### src/rtl/elevator_pkg.sv
// rtl/elevator_pkg.sv - shared encodings for the elevator car datapath
package elevator_pkg;

  typedef enum logic [1:0] {
    DIR_STOP   = 2'b00,
    DIR_DOWN   = 2'b01,
    DIR_UP     = 2'b10,
    DIR_UPDOWN = 2'b11
  } dir_e;

  localparam logic ON    = 1'b1;
  localparam logic OFF   = 1'b0;
  localparam logic OPEN  = 1'b1;
  localparam logic CLOSE = 1'b0;
  localparam logic MOVE  = 1'b1;
  localparam logic HOLD  = 1'b0;

  localparam int         NUM_FLOORS   = 7;
  localparam logic [2:0] BOTTOM_FLOOR = 3'd1;
  localparam logic [2:0] TOP_FLOOR    = 3'd7;

  typedef enum logic [1:0] {
    ST_IDLE   = 2'b00,
    ST_TRAVEL = 2'b01,
    ST_ARRIVE = 2'b10
  } state_e;

endpackage

### src/rtl/car_motion_controller_if.sv
// rtl/car_motion_controller_if.sv - request/status bundle between car motion controller and its neighbours
interface car_motion_controller_if;
  logic        enable;
  logic [1:0]  nextDirection;
  logic        doorState;
  logic [13:0] floorButton;
  logic [7:1]  internalButton;
  logic [2:0]  currentFloor;
  logic [1:0]  currentDirection;
  logic        move;
  logic        arrived;

  modport master (
    output enable, nextDirection, doorState, floorButton, internalButton,
    input  currentFloor, currentDirection, move, arrived
  );

  modport slave (
    input  enable, nextDirection, doorState, floorButton, internalButton,
    output currentFloor, currentDirection, move, arrived
  );
endinterface

### src/rtl/floor_request_decoder.sv
// rtl/floor_request_decoder.sv - decides whether the car stops at a floor given the pending calls
module floor_request_decoder
  import elevator_pkg::*;
(
  input  logic [2:0]  floor,
  input  logic [1:0]  dir,
  input  logic [13:0] floorButton,
  input  logic [7:1]  internalButton,
  output logic        stopHere,
  output logic        anyAhead
);

  logic car_here;
  logic hall_here;

  always_comb begin
    car_here  = 1'b0;
    hall_here = 1'b0;
    anyAhead  = 1'b0;
    for (int g = 1; g <= NUM_FLOORS; g++) begin
      if (3'(g) == floor) begin
        car_here  = internalButton[g];
        hall_here = (dir == DIR_UP)   ? floorButton[2*g-1] :
                    (dir == DIR_DOWN) ? floorButton[2*g-2] : 1'b0;
      end
      // Either hall bit counts as a reason to keep going past this floor
      if ((dir == DIR_UP && 3'(g) > floor) || (dir == DIR_DOWN && 3'(g) < floor))
        anyAhead |= internalButton[g] | floorButton[2*g-1] | floorButton[2*g-2];
    end
  end

  assign stopHere = car_here | hall_here | ~anyAhead
                  | (dir == DIR_UP   && floor == TOP_FLOOR)
                  | (dir == DIR_DOWN && floor == BOTTOM_FLOOR);

endmodule

### src/rtl/car_motion_controller.sv
// rtl/car_motion_controller.sv - owns car floor/direction/motion state and times floor-to-floor travel
module car_motion_controller
  import elevator_pkg::*;
#(
  parameter int FLOOR_TICKS = 8,
  parameter int HOLD_TICKS  = 4,
  parameter int TIMER_W     = 8
) (
  input  logic                      clk,
  input  logic                      reset,
  car_motion_controller_if.slave    bus
);

  localparam logic [TIMER_W-1:0] FLOOR_LAST = TIMER_W'(FLOOR_TICKS - 1);
  localparam logic [TIMER_W-1:0] HOLD_LAST  = TIMER_W'(HOLD_TICKS - 1);

  state_e               state_q, state_d;
  logic [TIMER_W-1:0]   timer_q, timer_d;
  logic [2:0]           floor_q, floor_d;
  logic [1:0]           dir_q, dir_d;
  logic                 move_q, move_d;
  logic                 arrived_q, arrived_d;

  logic [2:0]           next_floor;
  logic                 stop_here;
  logic                 any_ahead;
  logic                 stop_now;
  logic                 can_depart;

  // Clamped so a corrupted direction can never push the floor outside 1..7
  always_comb begin
    next_floor = floor_q;
    if (dir_q == DIR_UP && floor_q != TOP_FLOOR)
      next_floor = floor_q + 3'd1;
    else if (dir_q == DIR_DOWN && floor_q != BOTTOM_FLOOR)
      next_floor = floor_q - 3'd1;
  end

  floor_request_decoder u_decoder (
    .floor          (next_floor),
    .dir            (dir_q),
    .floorButton    (bus.floorButton),
    .internalButton (bus.internalButton),
    .stopHere       (stop_here),
    .anyAhead       (any_ahead)
  );

  assign stop_now   = stop_here | ~any_ahead;
  assign can_depart = (bus.nextDirection == DIR_UP   && floor_q != TOP_FLOOR) ||
                      (bus.nextDirection == DIR_DOWN && floor_q != BOTTOM_FLOOR);

  always_comb begin
    state_d   = state_q;
    timer_d   = timer_q;
    floor_d   = floor_q;
    dir_d     = dir_q;
    move_d    = move_q;
    arrived_d = 1'b0;
    if (bus.enable) begin
      case (state_q)
        ST_IDLE: begin
          if (bus.nextDirection != DIR_UPDOWN && bus.doorState == CLOSE) begin
            if (can_depart) begin
              dir_d   = bus.nextDirection;
              move_d  = MOVE;
              timer_d = '0;
              state_d = ST_TRAVEL;
            end else begin
              dir_d = DIR_STOP;
            end
          end
        end
        ST_TRAVEL: begin
          if (timer_q == FLOOR_LAST) begin
            floor_d = next_floor;
            timer_d = '0;
            if (stop_now) begin
              move_d    = HOLD;
              arrived_d = 1'b1;
              state_d   = ST_ARRIVE;
            end
          end else begin
            timer_d = timer_q + 1'b1;
          end
        end
        ST_ARRIVE: begin
          if (timer_q == HOLD_LAST) begin
            timer_d = '0;
            state_d = ST_IDLE;
          end else begin
            timer_d = timer_q + 1'b1;
          end
        end
        default: state_d = ST_IDLE;
      endcase
    end
  end

  always_ff @(posedge clk or posedge reset) begin
    if (reset) begin
      state_q   <= ST_IDLE;
      timer_q   <= '0;
      floor_q   <= BOTTOM_FLOOR;
      dir_q     <= DIR_STOP;
      move_q    <= HOLD;
      arrived_q <= 1'b0;
    end else begin
      state_q   <= state_d;
      timer_q   <= timer_d;
      floor_q   <= floor_d;
      dir_q     <= dir_d;
      move_q    <= move_d;
      arrived_q <= arrived_d;
    end
  end

  assign bus.currentFloor     = floor_q;
  assign bus.currentDirection = dir_q;
  assign bus.move             = move_q;
  assign bus.arrived          = arrived_q;

endmodule

### src/flat_wrapper.sv
// flat-port wrapper written by rule: the top's interface ports become plain ports
module car_motion_controller_flat import elevator_pkg::*;
#(
  parameter int FLOOR_TICKS = 8,
  parameter int HOLD_TICKS  = 4,
  parameter int TIMER_W     = 8
)
  (clk, reset, bus_enable, bus_nextDirection, bus_doorState, bus_floorButton, bus_internalButton, bus_currentFloor, bus_currentDirection, bus_move, bus_arrived);
  car_motion_controller_if bus_i ();
  input  logic clk;
  input  logic reset;
  input wire logic [$bits(bus_i.enable)-1:0] bus_enable;
  input wire logic [$bits(bus_i.nextDirection)-1:0] bus_nextDirection;
  input wire logic [$bits(bus_i.doorState)-1:0] bus_doorState;
  input wire logic [$bits(bus_i.floorButton)-1:0] bus_floorButton;
  input wire logic [$bits(bus_i.internalButton)-1:0] bus_internalButton;
  output wire logic [$bits(bus_i.currentFloor)-1:0] bus_currentFloor;
  output wire logic [$bits(bus_i.currentDirection)-1:0] bus_currentDirection;
  output wire logic [$bits(bus_i.move)-1:0] bus_move;
  output wire logic [$bits(bus_i.arrived)-1:0] bus_arrived;
  assign bus_i.enable = bus_enable;
  assign bus_i.nextDirection = bus_nextDirection;
  assign bus_i.doorState = bus_doorState;
  assign bus_i.floorButton = bus_floorButton;
  assign bus_i.internalButton = bus_internalButton;
  assign bus_currentFloor = bus_i.currentFloor;
  assign bus_currentDirection = bus_i.currentDirection;
  assign bus_move = bus_i.move;
  assign bus_arrived = bus_i.arrived;
  car_motion_controller #(.FLOOR_TICKS(FLOOR_TICKS), .HOLD_TICKS(HOLD_TICKS), .TIMER_W(TIMER_W)) u_core (.clk(clk), .reset(reset), .bus(bus_i));
endmodule
### config.mk
export PLATFORM = sky130hd
export DESIGN_NAME = car_motion_controller_flat
export DESIGN_NICKNAME = d
export VERILOG_FILES = /design/src/rtl/elevator_pkg.sv /design/src/rtl/car_motion_controller_if.sv /design/src/rtl/floor_request_decoder.sv /design/src/rtl/car_motion_controller.sv /design/src/flat_wrapper.sv
export SDC_FILE = /design/constraint.sdc
export NUM_CORES = 1
export LEC_CHECK = 0
export ABC_AREA = 0
export CAP_MARGIN = 20
export CELL_PAD_IN_SITES_DETAIL_PLACEMENT = 0
export CELL_PAD_IN_SITES_GLOBAL_PLACEMENT = 2
export CORE_ASPECT_RATIO = 1.5
export CORE_MARGIN = 10
export CORE_UTILIZATION = 33
export DETAILED_ROUTE_END_ITERATION = 10
export GPL_TIMING_DRIVEN = 0
export PLACE_DENSITY_LB_ADDON = 0.1
export SYNTH_ARGS = -nofsm -noshare
export SYNTH_HDL_FRONTEND = slang
export SYNTH_SLANG_ARGS = --single-unit
### constraint.sdc
create_clock -name clk -period 6.3 [get_ports clk]
set_input_delay 1.26 -clock clk [delete_from_list [all_inputs] [get_ports clk]]
set_output_delay 1.26 -clock clk [all_outputs]
set_load 0.01 [all_outputs]
==> impl_metrics.yaml, run 1 <==
status:
  status: "finished clean"
floorplan:
  die_w_um: 78.8
  initial_utilization_pct: 33.6
  rows: 32
  io-pin-count: 34
  die_height_um: 108
  core-area_um2: 5080
  dieArea_um2: 8520
drt:
  vias: 1727
  drtIter0Drc: 95
  wl_per_cell_um: 17.1
  routed_wl_um: 5230
  postRouteAntennaNets: 0
  avgViaCountPerCell: 5.64
  drc: 0
  drtPass1Iterations: 4
yosys:
  synth_area_leaders: "dfrtp_1 23%, ha_1 5.9%, o21ai_0 3.5%"
  netlist_area_um2: 1710
  synth.distinct_cells: 62
  async_flop_share_pct: 100
  netlist.area_leader.share_pct: 23.4
  netlist_instances: 201
  yosys_most_used_dff: "dfrtp_1"
  synth_edf_count: 0
  syn_area_per_cell_um2: 8.51
  ys_seq_area_share_pct: 24.9
  synth_nets: 236
  synth_top_area_cell: "dfrtp_1"
  synth_seq_cells: 17
  yosys_warnings: 0
layout:
  nets: 274
  final_area_um2: 2170
  drive_gt1_share_pct: 8.40
  syn_to_final_growth_pct: 26.9
  diodes: 0
  stdcell_count: 306
  final_core_util_pct: 42.7
worst_setup_path:
  cp.arrival_ns: 3.31
  slowest_stage: "dfstp_2"
  path_cells: "inv_1 -> ha_1 -> clkbuf_1 -> and3_4 -> buf_6 -> o21ai_0 -> a211o_1 -> a222oi_1 -> o211ai_1 -> a21oi_1 -> mux2i_1"
  startpoint_type: "flop"
  cpPeakStageDelay_ns: 0.65
  rrSetupSlack_ns: 3.16
  cp_data_required_time_ns: 6.47
  path_buf_inv: 3
  critPathTopFamily: "compound AO/OA/AOI/OAI gates"
  rr_endpoint: "u_core.state_q[0]"
  criticalPathCategory: "flop to flop"
  r2r-start: "u_core.bus.currentFloor[0]"
  reg2reg_depth: 11
  crit_fanout: 10
  endpoint_kind: "flop"
sta:
  setup_tns_ns: 0
  maxSlewHeadroom_pct: 56.2
  whs_ns: 0.530
  min_period_over_period_pct: 49.8
  clock_skew_ns: 0.00271
  min_period_ns: 3.14
  rsz0062_at_grt: "false"
  worst_pin_slew_ns: 0.656
  slew_violations: 0
  finalSetupViolations: 0
  final_hold_viol_count: 0
  max_freq_mhz: 318
clocking:
  post_cts_buffers: 0
  cts_tree: "yes"
  postCtsHoldBufs: 0
  cts.clk_slew.worst_paths_ns: 0.06
  htree_levels: 1
  cts_root_buf: "clkbuf_8"
  cts-resized-gates: 0
  clock-sinks: 17
  cts_buffer_depth: 2
  cts_made_buffers: 3
  insertion_delay_ns: 0.24
placed_design:
  gp_congestion: 0.893
  io_buffers: 33
  place_inst: 302
  dp_hpwl_um: 4320
  placed_area_um2: 2130
min_path:
  hold_class: "flop to flop"
  hold_end: "u_core.timer_q[6]"
  hold_depth: 1
  min_from: "u_core.timer_q[6]"
global_route:
  grt_max_degree: 18
  grt_usage_pct: 12.4
  grt_antenna_before_repair: 0
  grt_pass1_vias: 1843
  grt-ovfl-total: 0
  grt_pass1_wl_um: 8760
power:
  ir_drop_v: 0.000162
  power_density_nw_per_um2: 322
  power_leakage_nw: 0.857
job:
  maxCapViolations: 0
per-layer routing:
| metal | track usage (%) | wire length [um] |
|---|---|---|
| met1 | 12.0 | 1940 |
| met2 | 25.7 | 3070 |
| met3 | 1.58 | 134 |
| met4 | 4.24 | 87 |
| met5 | 0 | 0 |
logic make-up after synthesis:
| kind of cell | Yosys count | share of synthesized area [%] |
|---|---|---|
| mux | 5 | 3.80 |
| compound gates | 70 | 29.8 |
| xor+xnor | 3 | 2.63 |
| fa+ha+maj | 8 | 5.85 |
| buf+inv | 18 | 4.90 |
| simple gates | 80 | 28.0 |
| flops | 17 | 24.9 |
stage by stage:
stage               setup slack [ns]  power (W)
floorplan                       3.51   0.000496
global placement                3.05   0.000614
detailed placement              2.99   0.000622
CTS                             3.18   0.000703
global route                    2.92   0.000766
finish                          3.16   0.000700
cell usage after synthesis, drive strengths merged (2+ instances only):
library cell   n
dfrtp         16
nand4          2
o21a           2
nand2b         7
mux2i          3
a21oi         11
o31ai          6
xnor2          3
mux2           2
nor2           7
a22oi          2
o211ai         2
inv           12
and3           5
nand2         16
nor3           8
clkbuf         3
nor2b          2
buf            3
nor3b          4
or3            7
nand3          8
ha             8
nor4           2
o22ai          4
o211a          2
o21ai         15
a21o           2
a211oi         2
a31oi          3
a221oi         2
and2b          2
a221o          3
nand3b         4
a21boi         3
o22a           2
a22o           3
sequential cells by signal, indices dropped and copies added, names as in the netlist:
| register | count |
|---|---|
| u_core.bus.arrived | 1 |
| u_core.bus.currentDirection | 2 |
| u_core.bus.currentFloor | 3 |
| u_core.bus.move | 1 |
| u_core.state_q | 2 |
| u_core.timer_q | 8 |
power by group:
part	internal, W	total (W)	leakage, nW	switching [W]
sequential	0.000130	0.000157	0.215	0.0000268
clock	0.0000447	0.0000778	0.0228	0.0000331
combinational	0.000200	0.000465	0.620	0.000265
total	0.000375	0.000700	0.857	0.000325
area by class of cell:
type	count	area (um^2)
plain buffers	6	38.8
clock buffers	4	45.0
fillers	546	2910
inverters	12	45.0
multi-input cells	166	1200
flip-flops and latches	17	427
well taps	68	85.1
repair buffers	33	330
worst max-delay path by stage:
stage | startpoint | slack [ns] | depth (start not counted) | endpoint
global placement | bus_nextDirection[1] | 3.05 | 8 | u_core.state_q[0]
CTS | u_core.bus.currentFloor[0] | 3.18 | 11 | u_core.state_q[0]
finish | u_core.bus.currentFloor[0] | 3.16 | 11 | u_core.state_q[0]
floorplan | u_core.bus.currentFloor[0] | 3.51 | 11 | u_core.state_q[0]
global route | u_core.bus.currentFloor[0] | 2.92 | 11 | u_core.state_q[0]
detailed placement | bus_nextDirection[1] | 2.99 | 8 | u_core.state_q[0]
layout by cell type (no fill, tap or decap), types with 4 or more instances in the layout:
| cell | instances |
|---|---|
| clkdlybuf4s50_1 | 33 |
| nor3_1 | 8 |
| nand3b_1 | 4 |
| ha_1 | 8 |
| nand3_1 | 8 |
| or3_1 | 7 |
| dfrtp_1 | 16 |
| clkbuf_1 | 4 |
| o21ai_0 | 12 |
| a21oi_1 | 9 |
| nand2_1 | 16 |
| and3_1 | 4 |
| nand2b_1 | 7 |
| nor2_1 | 7 |
| inv_1 | 12 |
| o22ai_1 | 4 |
| o31ai_1 | 5 |
No activity file was read; power rests on OpenSTA's default activity.
==> run 2, diff against run 1 <==
--- a/config.mk
+++ b/config.mk
@@ -11,7 +11,7 @@
 export CELL_PAD_IN_SITES_GLOBAL_PLACEMENT = 2
 export CORE_ASPECT_RATIO = 1.5
 export CORE_MARGIN = 10
-export CORE_UTILIZATION = 33
+export CORE_UTILIZATION = 28
 export DETAILED_ROUTE_END_ITERATION = 10
 export GPL_TIMING_DRIVEN = 0
 export PLACE_DENSITY_LB_ADDON = 0.1
==> constraint.sdc (replaced) <==
create_clock -name clk -period 2.52 [get_ports clk]
set_input_delay 0.504 -clock clk [delete_from_list [all_inputs] [get_ports clk]]
set_output_delay 0.504 -clock clk [all_outputs]
set_load 0.01 [all_outputs]
==> run 2 against run 1 <==
Effect of this change:
- the run now ends with negative setup slack left
- via count up 6.8%
- utilization down 0.28 points
- worst setup slack worse by 3.4 ns
- sequential cell count unchanged
- global-route usage down 0.94 points
- maximum frequency up 14%
- register-to-register slack worse by 3.4 ns
- worst hold slack worse by 0.024 ns
- critical path type unchanged
- largest cell class unchanged
==> impl_metrics.yaml, run 2 (same netlist as run 1, synthesis figures left out) <==
status:
  status: "complete, but fails checks"
  violations: "negative setup slack"
worst_setup_path:
  critPathTopFamily: "compound AO/OA/AOI/OAI gates"
  path_cells: "inv_4 -> ha_4 -> nand3b_1 -> mux2i_4 -> buf_4 -> o41a_1 -> o22a_1 -> a21oi_2 -> a311oi_2 -> a21oi_1 -> mux2i_1"
  slowest_stage: "dfstp_2"
  cp.arrival_ns: 2.92
  endpoint_kind: "flop"
  cp_data_required_time_ns: 2.69
  path_buf_inv: 2
  crit_fanout: 7
  startpoint_type: "flop"
  cpPeakStageDelay_ns: 0.64
  criticalPathCategory: "flop to flop"
clocking:
  cts_made_buffers: 3
  cts_buffer_depth: 2
  cts_tree: "yes"
  cts.clk_slew.worst_paths_ns: 0.07
  insertion_delay_ns: 0.25
  htree_levels: 1
  clock-sinks: 17
  cts_root_buf: "clkbuf_8"
global_route:
  grt_pass1_vias: 1903
  grt_max_degree: 18
  grt_pass1_wl_um: 9350
  grt_antenna_before_repair: 0
  grt-ovfl-total: 0
  grt_usage_pct: 11.5
sta:
  rsz0062_at_grt: "true"
  slew_violations: 0
  min_period_ns: 2.75
  maxSlewHeadroom_pct: 53.8
  clock_skew_ns: 0.00533
  finalSetupViolations: 4
  worst_pin_slew_ns: 0.687
  final_hold_viol_count: 0
  whs_ns: 0.506
  fin_ws_ns: -0.231
  min_period_over_period_pct: 109
  max_freq_mhz: 364
placed_design:
  dp_hpwl_um: 4540
  placed_area_um2: 2150
  io_buffers: 33
  gp_congestion: 0.820
floorplan:
  core-area_um2: 5870
  dieArea_um2: 9700
  die_w_um: 83.8
  initial_utilization_pct: 29.1
  io-pin-count: 34
  rows: 34
  die_height_um: 116
layout:
  final_cell_mix: "33 x clkdlybuf4s50_1, 16 x nand2_1, 15 x dfrtp_1"
  drive_gt1_share_pct: 23.0
  largest_reg_flops: 8
  regMostFlops: "u_core.timer_q"
  final_area_um2: 2490
  syn_to_final_growth_pct: 45.6
  nets: 292
  final_common_cell: "clkdlybuf4s50_1"
  diodes: 0
power:
  power_leakage_nw: 0.962
  power_density_nw_per_um2: 879
  ir_drop_v: 0.000491
drt:
  drtIter0Drc: 75
  vias: 1845
  postRouteAntennaNets: 0
  wl_per_cell_um: 18.3
  drc: 0
  drtPass1Iterations: 4
  routed_wl_um: 6020
  avgViaCountPerCell: 5.63
min_path:
  hold_class: "flop to flop"
job:
  maxCapViolations: 0
==> run 2: stage by stage <==
step | total power [W] | setup WS (ns) | TNS (ns) | util [%] | std cells
after global routing | 0.00235 | -0.320 | -1.51 | 42.4 | 328
final | 0.00219 | -0.231 | -0.714 | 42.4 | 328
after floorplan | 0.00125 | -0.217 | -0.515 | - | 201
after CTS | 0.00201 | -0.202 | -0.624 | 40.2 | 322
after global placement | 0.00156 | -0.624 | -2.18 | 36.7 | 306
after detailed placement | 0.00158 | -0.656 | -2.29 | 36.7 | 306
==> run 2: path summary, 6_finish.rpt <==
| kind | cells past startpoint | from | slack, ns | end |
|---|---|---|---|---|
| max | 11 | u_core.bus.currentFloor[0] | -0.23 | u_core.state_q[0] |
| min | 1 | u_core.timer_q[0] | 0.51 | u_core.timer_q[0] |
| max reg2reg | 11 | u_core.bus.currentFloor[0] | -0.23 | u_core.state_q[0] |
| min reg2reg | 1 | u_core.timer_q[0] | 0.51 | u_core.timer_q[0] |
| max in group asynchronous | 2 | reset | 1.40 | u_core.bus.currentFloor[1] |
| min in group asynchronous | 2 | reset | 0.65 | u_core.state_q[1] |
==> run 2: power by group <==
group          total [W]  internal, W  switching (W)  leakage (nW)
clock network   0.000202     0.000112      0.0000905        0.0228
registers       0.000395     0.000325      0.0000691         0.215
logic            0.00159     0.000778       0.000813         0.725
total            0.00219      0.00122       0.000973         0.962
==> run 2: metal layers <==
layer,share of wire [%],up-vias,wire (um),track usage (%)
met5,0,-,0,0
met4,3.6,0,215,5.49
met3,3.5,16,213,1.76
met2,57,48,3450,23.9
met1,36,900,2140,10.4
li1,-,881,-,-
==> run 2: worst reg2reg max path, stage by stage (launching register included) <==
cell	delay (ns)
dfstp_2	0.64
inv_4	0.06
ha_4	0.16
nand3b_1	0.14
mux2i_4	0.10
buf_4	0.19
o41a_1	0.43
o22a_1	0.22
a21oi_2	0.25
a311oi_2	0.08
a21oi_1	0.20
mux2i_1	0.20
==> run 2: cell type report <==
class                   instances  area (um^2)
plain buffers                   5         41.3
clock buffers                   4         45.0
fillers                       595         3380
inverters                      12         50.0
multi-input cells             166         1340
flip-flops and latches         17          428
well taps                      72         90.1
repair buffers                 52          494
==> run 2: repair_timing <==
action	CTS	global route
hold buffers	0	0
buffers inserted	12	5
gates resized for setup	18	18
endpoints found under the setup margin	5	12
gates cloned	1	1
pin swaps	12	9
